<file path="src/rtl/fetch_pkg.sv">
// Shared constants and entry layout for the instruction fetch front end.
// No logic; no latency.
// No flow control lives here.
package fetch_pkg;

   localparam int INST_W       = 32;
   localparam int FETCH_ADDR_W = 8;

   localparam logic [INST_W-1:0] RISCV_NOP = 32'h00000013;

   // One prefetch buffer entry: the word plus the word address it came from.
   typedef struct packed {
      logic [FETCH_ADDR_W-1:0] pc;
      logic [INST_W-1:0]       inst;
   } fetch_entry_t;

endpackage

</file>
<file path="src/rtl/fetch_fifo.sv">
// Prefetch buffer: DEPTH-entry circular FIFO with count output and synchronous flush.
// Latency: a pushed entry is visible at the head on the cycle after the push edge.
// Backpressure: a push into a full FIFO is only taken when a pop frees the head the same cycle.
module fetch_fifo
   import fetch_pkg::*;
#(
   parameter  int WIDTH = FETCH_ADDR_W + INST_W,
   parameter  int DEPTH = 4,
   localparam int PTR_W = $clog2(DEPTH),
   localparam int CNT_W = PTR_W + 1
)(
   input  logic             clock,
   input  logic             clear,
   input  logic             flush,
   input  logic             push,
   input  logic [WIDTH-1:0] push_data,
   input  logic             pop,
   output logic [WIDTH-1:0] pop_data,
   output logic [CNT_W-1:0] count,
   output logic             empty
);

   logic [WIDTH-1:0] mem [DEPTH];
   logic [PTR_W-1:0] wr_ptr;
   logic [PTR_W-1:0] rd_ptr;
   logic             full;
   logic             wr_en;
   logic             rd_en;

   assign empty    = (count == '0);
   assign full     = (count == CNT_W'(DEPTH));
   assign pop_data = mem[rd_ptr];

   // Flush overrides both ports; pop on empty is ignored.
   always_comb begin
      wr_en = push & (~full | pop) & ~flush;
      rd_en = pop & ~empty & ~flush;
   end

   // Storage, pointers (wrap naturally since DEPTH is a power of 2) and occupancy.
   always_ff @(posedge clock or posedge clear) begin
      if (clear) begin
         for (int i = 0; i < DEPTH; i++) mem[i] <= '0;
         wr_ptr <= '0;
         rd_ptr <= '0;
         count  <= '0;
      end else if (flush) begin
         wr_ptr <= '0;
         rd_ptr <= '0;
         count  <= '0;
      end else begin
         if (wr_en) begin
            mem[wr_ptr] <= push_data;
            wr_ptr      <= wr_ptr + PTR_W'(1);
         end
         if (rd_en) rd_ptr <= rd_ptr + PTR_W'(1);
         count <= count + CNT_W'(wr_en) - CNT_W'(rd_en);
      end
   end

endmodule

</file>
<file path="src/rtl/fetch_unit.sv">
// Instruction fetch front end: issues IRAM reads, buffers returned words, hands {inst, pc} to decode.
// Latency: issue N -> inst_valid N+2 (N+1 with FETCH_BYPASS_EN); redirect -> valid 3 cycles (2 with bypass).
// Backpressure: issue only while buffered + in-flight words < DEPTH, so no response is ever dropped.
module fetch_unit
   import fetch_pkg::*;
#(
   parameter int                ADDR_W   = FETCH_ADDR_W,
   parameter int                DEPTH    = 4,
   parameter logic [ADDR_W-1:0] RESET_PC = '0
)(
   input  logic              clock,
   input  logic              clear,
   output logic              imem_req,
   output logic [ADDR_W-1:0] imem_addr,
   input  logic [INST_W-1:0] imem_rdata,
   input  logic              redirect_valid,
   input  logic [ADDR_W-1:0] redirect_pc,
   output logic              inst_valid,
   input  logic              inst_ready,
   output logic [INST_W-1:0] inst_data,
   output logic [ADDR_W-1:0] inst_pc
);

   localparam int CNT_W = $clog2(DEPTH) + 1;

   typedef struct packed {
      logic [ADDR_W-1:0] pc;
      logic [INST_W-1:0] inst;
   } entry_t;

   logic [ADDR_W-1:0] pc;
   logic [ADDR_W-1:0] issued_pc;
   logic              inflight;
   logic              issue;
   logic              resp_live;
   logic              push;
   logic              pop;
   logic              fifo_empty;
   logic [CNT_W-1:0]  fifo_count;
   logic [CNT_W:0]    credits_used;
   entry_t            push_entry;
   entry_t            head_entry;

   assign imem_req  = issue;
   assign imem_addr = pc;

   // Credit check: every slot is reserved at issue time, so a returning word always has a home.
   // A response returning in a redirect cycle is killed here; nothing is issued in that cycle,
   // so the cycle after a redirect never carries a wrong-path word.
   always_comb begin
      credits_used = (CNT_W+1)'(fifo_count) + (CNT_W+1)'(inflight);
      issue        = ~clear & ~redirect_valid & (credits_used < (CNT_W+1)'(DEPTH));
      resp_live    = inflight & ~redirect_valid;
   end

   assign push_entry = '{pc: issued_pc, inst: imem_rdata};

`ifdef FETCH_BYPASS_EN
   logic bypass;

   // Empty buffer: a live response goes straight to decode and is only stored if decode stalls.
   always_comb begin
      bypass     = fifo_empty & resp_live;
      inst_valid = ~fifo_empty | bypass;
      inst_data  = bypass ? imem_rdata : head_entry.inst;
      inst_pc    = bypass ? issued_pc  : head_entry.pc;
      push       = resp_live & ~(bypass & inst_ready);
      pop        = ~fifo_empty & inst_ready;
   end
`else
   // Decode always sees the registered head of the buffer.
   always_comb begin
      inst_valid = ~fifo_empty;
      inst_data  = head_entry.inst;
      inst_pc    = head_entry.pc;
      push       = resp_live;
      pop        = ~fifo_empty & inst_ready;
   end
`endif

   // PC sequencing and tracking of the one outstanding IRAM read.
   always_ff @(posedge clock or posedge clear) begin
      if (clear) begin
         pc        <= RESET_PC;
         issued_pc <= '0;
         inflight  <= 1'b0;
      end else begin
         inflight <= issue;
         if (issue) issued_pc <= pc;
         if (redirect_valid) pc <= redirect_pc;
         else if (issue)     pc <= pc + ADDR_W'(1);
      end
   end

   fetch_fifo #(
      .WIDTH ($bits(entry_t)),
      .DEPTH (DEPTH)
   ) u_fifo (
      .clock     (clock),
      .clear     (clear),
      .flush     (redirect_valid),
      .push      (push),
      .push_data (push_entry),
      .pop       (pop),
      .pop_data  (head_entry),
      .count     (fifo_count),
      .empty     (fifo_empty)
   );

endmodule
</file>
<file path="config.mk">
export PLATFORM = sky130hd
export DESIGN_NAME = fetch_unit
export DESIGN_NICKNAME = d
export VERILOG_FILES = /design/src/rtl/fetch_pkg.sv /design/src/rtl/fetch_fifo.sv /design/src/rtl/fetch_unit.sv
export SDC_FILE = /design/constraint.sdc
export NUM_CORES = 1
export LEC_CHECK = 0
export BUFFER_PORTS_ARGS = -buffer_cell sky130_fd_sc_hd__buf_4
export CORE_MARGIN = 2
export CORE_UTILIZATION = 58
export DETAILED_ROUTE_END_ITERATION = 8
export GPL_TIMING_DRIVEN = 0
export PLACE_DENSITY_LB_ADDON = 0.12
export SLEW_MARGIN = 20
export SYNTH_ARGS = -nofsm -noshare
export SYNTH_HDL_FRONTEND = slang
export SYNTH_SLANG_ARGS = --single-unit
</file>
<file path="constraint.sdc">
create_clock -name clock -period 9 [get_ports clock]
set_input_delay 1.8 -clock clock [delete_from_list [all_inputs] [get_ports clock]]
set_output_delay 1.8 -clock clock [all_outputs]
set_load 0.05 [all_outputs]
</file>
==> results.sh, run 1 <==
export IMPL_status="finished, final reports clean"
export IMPL_hpwl_um=10700
export IMPL_grt_max_degree=110
export IMPL_cts_setup_buffers=0
export IMPL_drt_first_iter_violations=217
export IMPL_synth_fa_ha_area_frac=0.0146
export IMPL_core_area_um2=13900
export IMPL_ys_top_cells_by_count="dfrtp_1 (184), mux2_2 (168), mux4_2 (40), buf_6 (16), nor2_1 (13)"
export IMPL_avgRoutedWirePerCell_um=19.7
export IMPL_fin_ws_ns=4.37
export IMPL_drive_gt1_frac=0.572
export IMPL_ir_worst_vdd_mv=0.236
export IMPL_n_fill_cell=949
export IMPL_post_synth_top_count_cell="dfrtp_1"
export IMPL_synth_async_reset_ratio=1.00
export IMPL_yosysUniqueCellTypes=40
export IMPL_grt_pass1_wl_um=26300
export IMPL_rsz0062_at_grt="no"
export IMPL_cts_tree="done"
export IMPL_syn_nets=563
export IMPL_period_share=0.515
export IMPL_fmax_ghz=0.216
export IMPL_die_h_um=123
export IMPL_via_per_inst=5.81
export IMPL_firstDrtPassIters=4
export IMPL_worstPathCellList="clkbuf_1, nor3_4, buf_4"
export IMPL_worst_pin_slew_ns=0.561
export IMPL_antenna_found_initial=0
export IMPL_vias=4737
export IMPL_muxShareOfSynthArea=0.341
export IMPL_synth_top_family_by_area="multiplexers"
export IMPL_dp_slack_ns=4.36
export IMPL_p_leak_nw=4.62
export IMPL_ys_seq_area_frac=0.559
export IMPL_crit_slowest_cell="nor3_4"
export IMPL_crit_type="in2out"
export IMPL_slew_limit_headroom=0.626
export IMPL_dpl_cell_area_um2=9210
export IMPL_syn_avg_cell_area_um2=16.2
export IMPL_yosysWarningCount=0
export IMPL_hp_class="reg2reg"
export IMPL_crit_arrival_ns=2.84
export IMPL_clk_latency_ns=0.42
export IMPL_synth_simple_area_share=0.0325
export IMPL_p_per_area_nw_per_um2=343
export IMPL_required_ns=7.20
export IMPL_gp_congestion=0.822
export IMPL_grt_pass1_vias=5006
export IMPL_instances_no_fill=815
export IMPL_period_needed_ns=4.64
export IMPL_dieArea_um2=15200
export IMPL_synth_ff_type="dfrtp_1"
export IMPL_stdcell_area_um2=9870
export IMPL_cap_violations=0
export IMPL_port_buffer_count=91
export IMPL_row_count=43
export IMPL_synth_compound_area_frac=0.0147
export IMPL_syn_instance_count=510
export IMPL_numClockSinks=184
export IMPL_cts_buffers=17
export IMPL_grt_util_all_layers=0.229
export IMPL_cts_max_level=4
export IMPL_ant_nets=0
export IMPL_synth_edff_count=0
export IMPL_hold_violations=0
export IMPL_cts_buffer_depth=2
export IMPL_crit_family="buffers and inverters"
export IMPL_yosys_area_top_type="dfrtp_1"
export IMPL_ctsHoldBuffers=0
export IMPL_placed_cells=783
export IMPL_drv_slew=0
export IMPL_crit_path_max_fanout=10
export IMPL_final_setup_viol_count=0
export IMPL_drc=0
export IMPL_whs_ns=0.501
export IMPL_finalSetupTns_ns=0
export IMPL_critPathLaunchType="primary input"
export IMPL_end_kind="output port"
export IMPL_critPathMaxStageDelay_ns=0.50
export IMPL_synth_area_leaders="dfrtp_1 (56%), mux2_2 (23%), mux4_2 (11%)"
export IMPL_synth_seq_cells=184
export IMPL_routed_wl_um=16100
export IMPL_clk_pin_slew_ns=0.06
export IMPL_initial_utilization=0.594
export IMPL_path_buf_inv=2
export IMPL_yosys_area_share_xor_xnor=0.00425
export IMPL_diodes=0
export IMPL_root_buffer="clkbuf_16"
export IMPL_syn2layout_area_growth_pct=19.7
export IMPL_overflow=0
export IMPL_netlist_area_um2=8240
export IMPL_io_pins=94
export IMPL_skew_ns=0.0114
export IMPL_fin_nets=675
export IMPL_die_x_um=123
export IMPL_cts_resized=0
export IMPL_synth_top_area_share=0.559
==> cell type report <==
class | instances | area [µm²] | share of cell area
flip-flops and latches | 184 | 4600 | 0.467
multi-input cells | 287 | 3360 | 0.340
repair buffers | 93 | 738 | 0.0748
plain buffers | 31 | 251 | 0.0255
clock buffers | 20 | 457 | 0.0463
clock inverters | 12 | 196 | 0.0199
inverters | 8 | 37.5 | 0.00380
well taps | 180 | 225 | 0.0228
==> layout by cell type, fill, tap and decap left out, types with 2 or more instances in the layout <==
cell type / Yosys / routed
a21oi_1: 2 / 2
a31oi_1: 4 / 4
buf_16: 0 / 2
buf_2: 9 / 9
buf_4: 1 / 92
buf_6: 16 / 16
bufinv_16: 0 / 5
clkbuf_1: 5 / 6
clkbuf_16: 0 / 17
clkbuf_8: 0 / 2
clkinv_2: 0 / 3
clkinvlp_4: 0 / 3
dfrtp_1: 184 / 184
ha_1: 8 / 8
inv_1: 8 / 7
mux2_2: 168 / 168
mux2i_1: 2 / 2
mux4_2: 40 / 40
nand2_1: 10 / 10
nand2b_1: 2 / 2
nand3_1: 4 / 4
nand4_1: 2 / 2
nor2_1: 13 / 13
nor3_1: 2 / 2
o211ai_1: 2 / 2
o21ai_0: 2 / 2
or3_1: 4 / 4
or4_1: 2 / 2
xnor2_1: 2 / 2
xor2_1: 2 / 2
==> metal layers <==
| metal | part of all wire | track usage | up-vias |
|---|---|---|---|
| li1 | - | - | 2140 |
| met1 | 0.44 | 0.309 | 2487 |
| met2 | 0.51 | 0.378 | 99 |
| met3 | 0.044 | 0.0558 | 11 |
| met4 | 0.0064 | 0.0561 | 0 |
| met5 | 0 | 0 | - |
==> through the flow <==
| stage | power, mW | utilization |
|---|---|---|
| floorplan | 2.21 | - |
| global placement | 2.54 | 0.659 |
| detailed placement | 2.59 | 0.664 |
| CTS | 3.42 | 0.711 |
| global route | 3.54 | 0.711 |
| finish | 3.39 | 0.711 |
==> report_power, final <==
part | internal, mW | switching (mW) | total, mW
clock network | 0.507 | 0.312 | 0.819
logic | 0.573 | 0.791 | 1.36
registers | 1.07 | 0.135 | 1.20
==> registers in the layout (all words and copies together), names as in the netlist <==
register and cells:
u_fifo.count 3, u_fifo.mem 160, issued_pc 8, inflight 1
u_fifo.rd_ptr 2, u_fifo.wr_ptr 2, imem_addr 8
==> worst register-to-register path: stages (launching register included) <==
cell	delay, ns
dfrtp_1	0.46
or3_1	0.45
nand2_1	0.12
nor2_1	0.05
ha_1	0.28
inv_1	0.06
ha_1	0.14
inv_1	0.05
fa_1	0.38
xnor2_1	0.15
nor2_1	0.05
==> path summary, 6_finish.rpt <==
| check | start | endpoint | slack, ns | cells after the start |
|---|---|---|---|---|
| max | clear | imem_req | 4.37 | 3 |
| min | u_fifo.mem[71] | u_fifo.mem[71] | 0.50 | 1 |
| max reg2reg | u_fifo.count[1] | u_fifo.count[2] | 6.67 | 10 |
| min reg2reg | u_fifo.mem[71] | u_fifo.mem[71] | 0.50 | 1 |
| max in group asynchronous | clear | u_fifo.mem[26] | 6.55 | 4 |
| min in group asynchronous | clear | imem_addr[4] | 1.44 | 2 |
==> cells by family after synthesis <==
kind of cell / count (synthesis)
xor+xnor: 4
buf+inv: 39
fa+ha+maj: 9
compound gates: 16
mux: 210
flops: 184
simple gates: 48
(Power assumes the default switching activity.)
==> run 2: changes to the inputs <==
==> constraint.sdc (replaced) <==
create_clock -name clock -period 4.35 [get_ports clock]
set_input_delay 0.87 -clock clock [delete_from_list [all_inputs] [get_ports clock]]
set_output_delay 0.87 -clock clock [all_outputs]
set_load 0.05 [all_outputs]
==> run 2 against run 1 <==
  * Core utilization barely moved
  * Largest cell class unchanged
  * Sequential power rose by 110%
  * Global-route usage rose by 0.48 points
  * First-iteration DRC count rose by 4.6%
  * Design area barely moved
  * Critical path depth rose by 2
==> results.sh, run 2 (same netlist as run 1, synthesis figures left out) <==
export IMPL_status="finished, final reports clean"
export IMPL_firstDrtPassIters=6
export IMPL_hold_start="u_fifo.mem[70]"
export IMPL_rr_startpoint="u_fifo.count[1]"
export IMPL_ir_worst_vdd_mv=0.482
export IMPL_avgRoutedWirePerCell_um=19.9
export IMPL_end_kind="output port"
export IMPL_fmax_ghz=0.301
export IMPL_final_setup_viol_count=0
export IMPL_p_per_area_nw_per_um2=690
export IMPL_multi_input_area_um2=3360
export IMPL_diodes=0
export IMPL_drv_slew=0
export IMPL_grt_pass1_wl_um=26400
export IMPL_cts_tree="done"
export IMPL_r2r_slack_ns=2.04
export IMPL_busiest_layer="met2"
export IMPL_dieArea_um2=15200
export IMPL_drt_first_iter_violations=227
export IMPL_fin_ws_ns=1.02
export IMPL_crit_arrival_ns=2.46
export IMPL_initial_utilization=0.594
export IMPL_numClockSinks=184
export IMPL_ctsHoldBuffers=0
export IMPL_ant_nets=0
export IMPL_clk_pin_slew_ns=0.06
export IMPL_regMostFlops="u_fifo.mem"
export IMPL_antenna_found_initial=0
export IMPL_crit_path_max_fanout=10
export IMPL_met1_usage=0.321
export IMPL_cts_resized=0
export IMPL_via_per_inst=5.80
export IMPL_slew_limit_headroom=0.670
export IMPL_skew_ns=0.00591
export IMPL_clk_latency_ns=0.43
export IMPL_port_buffer_count=91
export IMPL_fin_nets=679
export IMPL_die_x_um=123
export IMPL_hp_class="reg2reg"
export IMPL_cts_buffers=17
export IMPL_use_met3=0.0600
export IMPL_row_count=43
export IMPL_cts_buffer_depth=2
export IMPL_period_share=0.765
export IMPL_gp_congestion=0.784
export IMPL_finalSetupTns_ns=0
export IMPL_cts_max_level=4
export IMPL_holdPathEnd="u_fifo.mem[70]"
export IMPL_largest_register_ffs=160
export IMPL_reg2reg_depth=10
export IMPL_hold_violations=0
export IMPL_n_fill_cell=897
export IMPL_grt_max_degree=36
export IMPL_drive_gt1_frac=0.577
export IMPL_vias=4745
export IMPL_grt_use_met2=0.379
export IMPL_cap_violations=0
export IMPL_io_pins=94
export IMPL_critPathLaunchType="flip-flop"
export IMPL_hpwl_um=11100
export IMPL_root_buffer="clkbuf_16"
export IMPL_p_leak_nw=4.61
export IMPL_cts_setup_buffers=0
export IMPL_syn2layout_area_growth_pct=19.7
export IMPL_routed_wl_um=16300
export IMPL_dp_slack_ns=1.41
export IMPL_core_area_um2=13900
export IMPL_drc=0
export IMPL_final_common_cell="dfrtp_1"
export IMPL_whs_path_depth=1
export IMPL_final_cell_mix="dfrtp_1 (184), mux2_2 (168), buf_4 (92)"
export IMPL_period_needed_ns=3.33
export IMPL_whs_ns=0.500
export IMPL_seqCellArea_um2=4600
export IMPL_grt_util_all_layers=0.234
export IMPL_regToRegEndpoint="u_fifo.count[2]"
export IMPL_overflow=0
export IMPL_required_ns=3.48
export IMPL_crit_type="reg2out"
export IMPL_worst_pin_slew_ns=0.493
export IMPL_grt_pass1_vias=4968
export IMPL_rsz0062_at_grt="no"
export IMPL_die_h_um=123
-- run 2: cell count changes in the layout (fill, tap and decap cells not counted) --
cell        before  now
clkinvlp_4       3    8
clkinv_2         3    1
buf_12           0    5
inv_8            1    0
clkinv_4         0    1
clkbuf_1         6    4
inv_6            1    0
buf_16           2    1
clkbuf_8         2    5
bufinv_16        5    1
-- run 2: final cells by class --
| class | count | area share |
|---|---|---|
| clock buffer | 21 | 0.0487 |
| inverter | 8 | 0.00342 |
| clock inverter | 10 | 0.00976 |
| buffer | 31 | 0.0265 |
| sequential | 184 | 0.467 |
| timing repair buffer | 97 | 0.0822 |
| multi-input combinational | 287 | 0.340 |
| tap | 180 | 0.0228 |
-- run 2: power breakdown --
part / switching [mW] / internal, mW
registers: 0.286 / 2.21
logic: 1.64 / 1.19
clock network: 0.641 / 0.845
-- run 2: how the worst max path moves through the flow --
stage | from | to | slack [ns] | cells after the start
detailed placement | u_fifo.rd_ptr[0] | inst_data[2] | 1.41 | 5
floorplan | clear | imem_addr[5] | -0.43 | 5
finish | u_fifo.rd_ptr[0] | inst_data[13] | 1.02 | 5
global route | u_fifo.rd_ptr[0] | inst_data[13] | 0.86 | 5
CTS | u_fifo.rd_ptr[0] | inst_data[13] | 0.95 | 5
global placement | clear | imem_addr[5] | -1.39 | 5
-- run 2: layer usage --
layer / routed length (µm) / part of all wire
met3: 738 / 0.045
met5: 0 / 0
met2: 8330 / 0.51
met1: 7080 / 0.43
met4: 122 / 0.0075
-- run 2: worst max-delay path, stage by stage, from the launching register on --
cell and delay [ns]:
dfrtp_1 0.32, clkbuf_1 0.35, buf_2 0.42, buf_2 0.37
mux4_2 0.37, buf_4 0.21
-- run 2: per-stage QoR --
stage | utilization | cells | power, mW | instance area (µm²)
floorplan | - | 510 | 4.58 | 8260
global placement | 0.660 | 781 | 5.26 | 9170
detailed placement | 0.669 | 787 | 5.38 | 9290
CTS | 0.711 | 818 | 6.87 | 9870
global route | 0.711 | 818 | 7.13 | 9870
finish | 0.711 | 818 | 6.81 | 9870
